===== config.mk =====
export PLATFORM = sky130hd
export DESIGN_NAME = mc_controller
export DESIGN_NICKNAME = d
export VERILOG_FILES = /design/src/rtl/mc_controller.sv
export SDC_FILE = /design/constraint.sdc
export NUM_CORES = 1
export LEC_CHECK = 0
export BUFFER_PORTS_ARGS = -buffer_cell sky130_fd_sc_hd__buf_4
export CAP_MARGIN = 25
export CORE_AREA = 2 2 39 41
export CTS_BUF_LIST = sky130_fd_sc_hd__clkbuf_8
export DETAILED_ROUTE_END_ITERATION = 10
export DIE_AREA = 0 0 41 43
export GPL_ROUTABILITY_DRIVEN = 0
export GPL_TIMING_DRIVEN = 0
export HOLD_SLACK_MARGIN = 0.06
export PLACE_DENSITY = 0.84
export SYNTH_ARGS = -nofsm -noshare
export SYNTH_HDL_FRONTEND = slang
export SYNTH_SLANG_ARGS = --single-unit
export TNS_END_PERCENT = 5

===== constraint.sdc =====
create_clock -name i_clk -period 1.4 [get_ports i_clk]
set_input_delay 0.07 -clock i_clk [delete_from_list [all_inputs] [get_ports i_clk]]
set_output_delay 0.07 -clock i_clk [all_outputs]
set_load 0.03 [all_outputs]

===== src/rtl/mc_controller.sv =====
// Multicycle MIPS-style control FSM: registered state, outputs decoded from state and i_memready.
// Optional JUMP state is compiled in when MC_CONTROLLER_JUMP_EN is defined.
module mc_controller (
    input  logic       i_clk,
    input  logic       i_reset,
    input  logic [5:0] i_op,
    input  logic       i_memready,
    output logic       o_pcwrite,
    output logic       o_irwrite,
    output logic       o_regwrite,
    output logic       o_memwrite,
    output logic       o_branch,
    output logic       o_iord,
    output logic       o_alusrca,
    output logic       o_regdst,
    output logic       o_memtoreg,
    output logic [1:0] o_alusrcb,
    output logic [1:0] o_pcsrc,
    output logic [1:0] o_aluop,
    output logic       o_illegal,
    output logic [3:0] o_state
);

    typedef enum logic [3:0] {
        S_FETCH  = 4'd0,
        S_DECODE = 4'd1,
        S_MEMADR = 4'd2,
        S_MEMRD  = 4'd3,
        S_MEMWB  = 4'd4,
        S_MEMWR  = 4'd5,
        S_EXEC   = 4'd6,
        S_ALUWB  = 4'd7,
        S_BRANCH = 4'd8,
        S_ADDIEX = 4'd9,
        S_ADDIWB = 4'd10,
        S_JUMP   = 4'd11
    } state_t;

    localparam logic [5:0] OP_LW   = 6'b100011;
    localparam logic [5:0] OP_SW   = 6'b101011;
    localparam logic [5:0] OP_RTYP = 6'b000000;
    localparam logic [5:0] OP_BEQ  = 6'b000100;
    localparam logic [5:0] OP_ADDI = 6'b001000;
    localparam logic [5:0] OP_J    = 6'b000010;

    state_t state_q, state_d;

    always_ff @(posedge i_clk or posedge i_reset) begin
        if (i_reset) begin
            state_q <= S_FETCH;
        end else begin
            state_q <= state_d;
        end
    end

    // Fetch enables are gated by reset so a ready memory cannot write while reset is held.
    logic fetch_go;
    assign fetch_go = i_memready & ~i_reset;

    always_comb begin
        state_d    = S_FETCH;
        o_pcwrite  = 1'b0;
        o_irwrite  = 1'b0;
        o_regwrite = 1'b0;
        o_memwrite = 1'b0;
        o_branch   = 1'b0;
        o_iord     = 1'b0;
        o_alusrca  = 1'b0;
        o_regdst   = 1'b0;
        o_memtoreg = 1'b0;
        o_alusrcb  = 2'b00;
        o_pcsrc    = 2'b00;
        o_aluop    = 2'b00;
        o_illegal  = 1'b0;
        case (state_q)
            S_FETCH: begin
                o_alusrcb = 2'b01;
                o_irwrite = fetch_go;
                o_pcwrite = fetch_go;
                state_d   = i_memready ? S_DECODE : S_FETCH;
            end
            S_DECODE: begin
                o_alusrcb = 2'b11;
                case (i_op)
                    OP_LW, OP_SW: state_d = S_MEMADR;
                    OP_RTYP:      state_d = S_EXEC;
                    OP_BEQ:       state_d = S_BRANCH;
                    OP_ADDI:      state_d = S_ADDIEX;
`ifdef MC_CONTROLLER_JUMP_EN
                    OP_J:         state_d = S_JUMP;
`endif
                    default: begin
                        state_d   = S_FETCH;
                        o_illegal = 1'b1;
                    end
                endcase
            end
            S_MEMADR: begin
                o_alusrca = 1'b1;
                o_alusrcb = 2'b10;
                state_d   = (i_op == OP_LW) ? S_MEMRD : S_MEMWR;
            end
            S_MEMRD: begin
                o_iord  = 1'b1;
                state_d = i_memready ? S_MEMWB : S_MEMRD;
            end
            S_MEMWB: begin
                o_memtoreg = 1'b1;
                o_regwrite = 1'b1;
            end
            S_MEMWR: begin
                o_iord     = 1'b1;
                o_memwrite = 1'b1;
                state_d    = i_memready ? S_FETCH : S_MEMWR;
            end
            S_EXEC: begin
                o_alusrca = 1'b1;
                o_aluop   = 2'b10;
                state_d   = S_ALUWB;
            end
            S_ALUWB: begin
                o_regdst   = 1'b1;
                o_regwrite = 1'b1;
            end
            S_BRANCH: begin
                o_alusrca = 1'b1;
                o_aluop   = 2'b01;
                o_pcsrc   = 2'b01;
                o_branch  = 1'b1;
            end
            S_ADDIEX: begin
                o_alusrca = 1'b1;
                o_alusrcb = 2'b10;
                state_d   = S_ADDIWB;
            end
            S_ADDIWB: begin
                o_regwrite = 1'b1;
            end
`ifdef MC_CONTROLLER_JUMP_EN
            S_JUMP: begin
                o_pcsrc   = 2'b10;
                o_pcwrite = 1'b1;
            end
`endif
            default: state_d = S_FETCH;
        endcase
    end

    assign o_state = state_q;

endmodule


==> metrics, run 1 <==
VDD IR-drop max=753 uV; worst hold start=i_op[3]; Period minus WS final=1460 ps; leakage power=just over 0.4 nW; max reg flops=4; Overflow after GRT=0; Port-buffer cells=27; P&R area growth vs syn=69.1%; Initial DRT Pass Iterations=4; number of remaining DRC errors=0; Die X=41 um; Mapped Area=514 sq um; Syn Inst Count=69; FP Rows=14; antenna violations before repair=0; H-tree Lvls=1; Compound-Gate Fraction of Synth Area=approximately 18%; synth cell count leaders=nor3_1, nor2_1; largest family of logic cells by synthesized area=simple AND/OR/NAND/NOR gates; Slew Limit Fails=0; post-synth top area cell=dfrtp_1; CP Launch Point=o_state[2]; status=finished, violations left; top cells by area, synth=dfrtp_1, nor3_1, nand2b_1; WL final=around 1400 um; share of cells above drive strength 1=51.5%; die height=~43 um; clk sinks=4; Worst Path Arrival=1390 ps; Synth Area in Adders=0%; # placed instances=between 100 and 150; Final Hold Viols=0; gr usage total=18.9%; Yosys warnings=0; mux cell area share after synthesis=0%; number of global-route vias before repair=just over 500; type of origin of the critical path=register; Worst-path clk slew=40 ps; DR iter-0 viols=8; Simple-Gate Fraction of Synth Area=46.2%; reg2reg start=o_state[1]; post-synthesis xor/xnor area fraction=under 10%; final setup skew=8.13 ps; Final nets=approximately 110; CTS Buf Count=3; number of fill cells in the layout=127; number of distinct library cells after synthesis=30; core area=roughly 1400 sq um; setup violators final=8; root buf cell=clkbuf_8; Routed WL per cell=12.3 um; WP data required=1330 ps; register area=101 sq um; Vias per Instance=around 5.2; Post-Layout Cell Count=117; die footprint=1760 sq um; Final Cycle Share=105%; area of the multi-input gates=407 sq um; worst skew pair latency=220 ps; Main synth FF type=dfrtp_1; fmax=683 MHz; ys async rst share=100%; # diodes=0; failing checks=setup timing; routed vias=613; RSZ-0062 raised after global routing=true; syn nets=78; largest net degree at the start of global routing=11; CTS tree=built; Initial Utilization=37.2%; Max clock buf depth=2; Worst Path Max Fanout=4; Seq cells post-synth=4; Post-Route Setup TNS=-245 ps; Post-synth EDFFs=0; top cell type's share of synthesized area=about a fifth; Boundary Pins=29; post-synthesis sequential area ratio=19.5%; max cap viols=0; worst setup path class=register to primary output; Mean Syn Cell Area=7.45 sq um; Worst Hold Margin=143 ps; most common cell in the synthesized netlist=nor3_1; Power Density=between 800 and 900 nW/um^2; Worst setup EP type=primary output; DP HPWL=1010 um; first-pass GRT wire length=2220 um; Final ANT Viol Nets=0; final worst setup slack=-64.8 ps; hold crit path type=input port to register
path summary, 6_finish.rpt:
kind,cells past startpoint,slack [ps],to
min in group asynchronous,3,310,o_state[3]
worst min register to register,2,720,o_state[2]
max in group asynchronous,3,900,o_state[1]
worst max-delay path,5,-60,o_pcwrite
worst min-delay path,2,140,o_state[2]
worst max register to register,4,-20,o_state[2]
report_power, final:
part           switching [mW]  internal, mW  total, mW
clock                  0.0647         0.184      0.248
sequential             0.0108         0.126      0.136
combinational           0.205         0.152      0.356
total                   0.280         0.461      0.741
cells in the final DEF, fill, tap and decap left out, types with 2 or more instances in the layout:
master,synthesis,layout
buf_4,3,30
buf_6,2,5
o21ai_1,4,4
xnor2_1,2,2
nor3_1,8,5
a21oi_1,3,3
or3_1,2,2
nand2b_4,0,3
nand3_1,4,4
nor3_2,0,2
nor3b_1,3,2
dfrtp_1,4,3
nand2_1,4,4
clkbuf_8,0,3
nor2_1,6,6
worst max-delay path, stage by stage, from the launching register on:
cell	delay, ps
dfrtp_1	400
or2_4	260
nor3_4	110
and3_4	200
buf_6	90
buf_6	110
layout make-up:
cell class / instances / area share (%)
Buffer: 6 / 6.19
Tap cell: 16 / 2.30
Sequential cell: 4 / 11.7
Clock buffer: 3 / 4.75
Inverter: 1 / 0.432
Timing Repair Buffer: 31 / 27.9
Multi-Input combinational cell: 56 / 46.8
metal layers:
metal | track usage (%) | vias up | share of wire, %
met5 | 0 | - | 0
met4 | 10.0 | 0 | 1.7
met3 | 4.71 | 5 | 7.1
met2 | 28.1 | 22 | 50
met1 | 23.9 | 276 | 41
li1 | - | 310 | -
what timing repair did:
action / 4_1_cts / 5_1_grt
endpoints found under the setup margin: 12 / 16
endpoints found under the hold margin: 4 / 0
pin swaps: 6 / 3
buffers inserted: 2 / 1
resized for setup: 9 / 7
hold buffers: 1 / 0
metrics by stage:
step	setup slack (ps)	instance area, sq um	total power [mW]	util [%]
CTS	-262	863	0.732	62.4
finish	-64.8	870	0.741	62.8
floorplan	-254	534	0.348	-
detailed placement	-126	757	0.456	54.7
global placement	-108	757	0.450	54.7
global route	-139	870	0.775	62.8
kinds of logic (layout without fill, tap and decap cells):
family,Yosys count,in the layout
AND/OR/NAND/NOR,40,40
AO/OA/AOI/OAI,13,13
buffers and inverters,9,41
flip-flops,4,4
XOR/XNOR,2,2
other,1,1
Note: power is estimated with default switching activity, not from simulation.
==> run 2: changes to the inputs <==
PLACE_DENSITY = 0.81   (was 0.84)
RECOVER_POWER = 50   (was not set)
clock period = 1.6 ns   (was 1.4 ns; I/O delays follow)
==> metrics, run 2 (synthesized netlist as in run 1, its figures left out) <==
status=finished, final reports clean; register area=100 sq um (-1.2%); DP HPWL=995 um (-1.9%); H-tree Lvls=1 (unchanged); Routed WL per cell=11.4 um (-6.9%); root buf cell=clkbuf_8; Worst setup EP type=primary output; Period minus WS final=1590 ps; placed inst area=747 sq um (-1.3%); clk sinks=4 (unchanged); share of cells above drive strength 1=50.5% (-1.0 points); Worst Path Max Fanout=2 (-2); worst skew pair latency=210 ps (about the same); Overflow after GRT=0 (unchanged); final setup skew=3.31 ps (-4.82 ps); P&R area growth vs syn=69.1% (unchanged); fin util=62.8% (unchanged); CTS Buf Count=3 (unchanged); Final ANT Viol Nets=0 (unchanged); Max clock buf depth=2 (unchanged); worst setup path class=register to primary output; number of global-route vias before repair=514 (-0.58%); max reg flops=4 (unchanged); Initial Utilization=37.2% (unchanged); gr usage total=17.0% (-1.8 points); number of remaining DRC errors=0 (unchanged); total power=0.626 mW (-16%); Die X=41 um (unchanged); core area=1380 sq um (unchanged); antenna violations before repair=0 (unchanged); CTS tree=built; DR iter-0 viols=0 (-8); Final Cycle Share=99.3%; Boundary Pins=29 (unchanged); Worst Path Arrival=1510 ps (+120 ps); leakage power=0.405 nW (+0.54%); # diodes=0 (unchanged); Final nets=114 (+1.8%); type of origin of the critical path=register; VDD IR-drop max=796 uV (+5.8%); number of fill cells in the layout=125 (-1.6%); area of the multi-input gates=403 sq um (-0.92%); commonest non-fill, non-tap cell in the layout=buf_4; largest net degree at the start of global routing=11 (unchanged); Vias per Instance=5.15 (-1.7%); hold crit path type=input port to register; Finished Cell Area=870 sq um (unchanged); Port-buffer cells=27 (unchanged); Initial DRT Pass Iterations=1 (-3); WP data required=1520 ps (+190 ps); max cap viols=0 (unchanged); Power Density=720 nW/um^2 (-16%); RSZ-0062 raised after global routing=true; WL final=1360 um (-5.3%); die height=43 um (unchanged); setup violators final=0 (-8); # placed instances=112 (unchanged); fmax=629 MHz; Slew Limit Fails=0 (unchanged); Post-Layout Cell Count=119 (+1.7%); Worst-path clk slew=30 ps (about the same); Final Hold Viols=0 (unchanged); first-pass GRT wire length=2130 um (-4.3%); FP Rows=14 (unchanged); die footprint=1760 sq um (unchanged); routed vias=613 (unchanged); most frequent cells in the layout=buf_4, nor2_1, nor3_1
run 2: metal layers:
metal	vias to the layer above	GRT usage, %	share of wire [%]
met4	0	3.33	0
met2	16	27.2	53
met1	283	21.8	43
met5	-	0	0
met3	0	5.24	4.4
li1	314	-	-
run 2: power breakdown:
part	internal, mW	switching (mW)
Sequential	0.110	0.00831
Combinational	0.126	0.177
Clock	0.160	0.0450
Total	0.396	0.230
run 2: worst paths after layout:
| check | from | to | slack, ps | cells past startpoint |
|---|---|---|---|---|
| setup / recovery | o_state[3] | o_pcwrite | 10 | 6 |
| hold / removal | i_op[3] | o_state[2] | 140 | 2 |
| setup reg to reg | o_state[3] | o_state[2] | 170 | 5 |
| hold reg to reg | o_state[3] | o_state[0] | 770 | 3 |
| max in group asynchronous | i_reset | o_state[0] | 1110 | 3 |
| min in group asynchronous | i_reset | o_state[3] | 330 | 3 |
run 2: cell type report:
type / count / area share, %
Sequential cell: 4 / 11.5
Tap cell: 16 / 2.30
Clock buffer: 3 / 4.75
Timing Repair Buffer: 32 / 28.3
Inverter: 1 / 0.432
Buffer: 7 / 6.33
Multi-Input combinational cell: 56 / 46.3
run 2: per-stage QoR:
stage	setup TNS [ps]	setup slack, ps	hold WS (ps)
6_report	0	10.9	144
5_1_grt	-24.7	-20.6	155
4_1_cts	-42.8	-42.8	145
3_5_place_dp	0	56.7	-14.7
3_3_place_gp	0	77.4	-24.4
2_1_floorplan	-415	-186	-149
run 2: what timing repair did:
| action | in CTS | in global routing |
|---|---|---|
| endpoints found under the setup margin | 2 | 6 |
| hold endpoints to repair | 4 | 0 |
| pin swaps | 2 | 4 |
| gates resized for setup | 3 | 10 |
| buffers inserted | 3 | 1 |
| hold buffers | 1 | 0 |
run 2: critical path, cell delays in order (launching register included):
cell	delay [ps]
dfrtp_1	380
buf_6	120
or2_4	230
nor3_4	160
and3_4	200
buf_6	90
buf_6	110
==> run 3: changes to the inputs <==
==> constraint.sdc (replaced) <==
create_clock -name i_clk -period 1.6 [get_ports i_clk]
set_input_delay 0.08 -clock i_clk [delete_from_list [all_inputs] [get_ports i_clk]]
set_output_delay 0.08 -clock i_clk [all_outputs]
set_load 0.01 [all_outputs]
==> metrics, run 3 (synthesized netlist as in run 1, its figures left out) <==
Finished Cell Area=812 sq um (-6.6%); final setup skew=3.84 ps (+0.526 ps); # diodes=0 (unchanged); Die X=41 um (unchanged); RSZ-0062 raised after global routing=true; hold crit path type=input port to register; DP HPWL=1020 um (+2.5%); share of cells above drive strength 1=40.6% (-9.9 points); worst skew pair latency=210 ps (about the same); Slew Limit Fails=0 (unchanged); Vias per Instance=5.13 (-0.45%); Crit path top cell by count=buf_6; first-pass GRT wire length=2080 um (-2.0%); root buf cell=clkbuf_8; max reg flops=4 (unchanged); largest net degree at the start of global routing=11 (unchanged); most frequent cells in the layout=buf_4, nor2_1, nor3_1, clkbuf_1; number of fill cells in the layout=133 (+6.4%); Final Cycle Share=97.9% (-1.5 points); max cap viols=0 (unchanged); Initial Utilization=37.2% (unchanged); H-tree Lvls=1 (unchanged); CTS tree=built; leakage power=0.379 nW (-6.6%); routed vias=600 (-2.1%); Crit path max-delay family=simple AND/OR/NAND/NOR gates; Boundary Pins=29 (unchanged); Slowest cell on crit path=dfrtp_1; CTS Buf Count=3 (unchanged); number of remaining DRC errors=0 (unchanged); placed inst area=737 sq um (-1.3%); Overflow after GRT=0 (unchanged); status=finished, final reports clean; setup violators final=0 (unchanged); gr usage total=16.7% (-0.32 points); Max clock buf depth=2 (unchanged); core area=1380 sq um (unchanged); Worst Path Arrival=1490 ps (-20 ps); antenna violations before repair=0 (unchanged); Period minus WS final=1570 ps (-23.4 ps); Power Density=681 nW/um^2 (-5.4%); DR iter-0 viols=8 (+8); DP Worst Slack=108 ps (+51.3 ps); Worst Hold Margin=149 ps (+5.59 ps); Final nets=112 (-1.8%); fin util=58.7% (-4.2 points); final worst setup slack=34.2 ps (+23.4 ps); clk sinks=4 (unchanged); P&R area growth vs syn=57.9%; WP data required=1520 ps (about the same); Buf/Inv on CP=3 (unchanged); die height=43 um (unchanged); crit path cell chain=buf_6, or2_1, buf_6, nor3_2, and3_1, buf_4; FP Rows=14 (unchanged); Final ANT Viol Nets=0 (unchanged); die footprint=1760 sq um (unchanged); worst setup path class=register to primary output; Worst setup EP type=primary output; Initial DRT Pass Iterations=4 (+3); Post-Route Setup TNS=0 ps (unchanged); number of global-route vias before repair=556 (+8.2%); Final Hold Viols=0 (unchanged); VDD IR-drop max=662 uV (-17%); delay of the slowest cell on the worst path=380 ps (about the same); type of origin of the critical path=register; WL final=1310 um (-3.7%); Worst Path Max Fanout=2 (unchanged); commonest non-fill, non-tap cell in the layout=buf_4; fmax=639 MHz (+1.5%); Worst-path clk slew=30 ps (about the same); Routed WL per cell=11.2 um (-2.0%); Port-buffer cells=27 (unchanged)
-- run 3: cell types whose count changed in the layout (fill, tap and decap cells not counted), sizes merged --
| cell | delta |
|---|---|
| buf | -6 |
| clkbuf | +4 |
-- run 3: worst reg2reg max path, cell delays in order, from the launching register on --
cell and delay (ps):
dfrtp_1 380, buf_6 120, or2_1 210, buf_6 130
buf_12 120, nor4_4 200, nand2_2 80, o221ai_2 170
-- run 3: routing by layer --
metal	GRT usage [%]	wire length, um	up-vias
met5	0	0	-
met4	2.00	0	0
met3	6.28	80	0
met2	27.2	683	19
met1	20.8	546	269
li1	-	-	312
-- run 3: path summary, 6_finish.rpt --
kind                               to  cells after the start  slack [ps]        from
max                         o_irwrite                      6          30  o_state[3]
min                        o_state[2]                      2         150     i_op[3]
max reg2reg                o_state[2]                      7         110  o_state[3]
min reg2reg                o_state[0]                      3         730  o_state[3]
max in group asynchronous  o_state[1]                      3        1140     i_reset
min in group asynchronous  o_state[3]                      3         300     i_reset
-- run 3: stage by stage --
step                      total power [mW]  cells
after CTS                            0.560    117
after global routing                 0.591    117
final                                0.553    117
after floorplan                      0.242     69
after global placement               0.330    112
after detailed placement             0.334    112
-- run 3: power breakdown --
part,internal (mW),switching [mW]
combinational,0.113,0.116
sequential,0.110,0.00799
clock,0.160,0.0461
total,0.383,0.170
-- run 3: final cells by class --
| class | count | area [sq um] | share of cell area, % |
|---|---|---|---|
| multi-input combinational | 56 | 373 | 45.9 |
| timing repair buffer | 30 | 221 | 27.3 |
| sequential | 4 | 100 | 12.3 |
| buffer | 7 | 52.6 | 6.47 |
| clock buffer | 3 | 41.3 | 5.08 |
| tap | 16 | 20.0 | 2.47 |
| inverter | 1 | 3.75 | 0.462 |
-- run 3: what timing repair did --
action	4_1_cts	5_1_grt
setup buffers	2	0
hold buffers	1	0
resized for setup	1	4
gates cloned	0	0
endpoints found under the setup margin	2	5
pin swaps	3	0
endpoints found under the hold margin	4	0
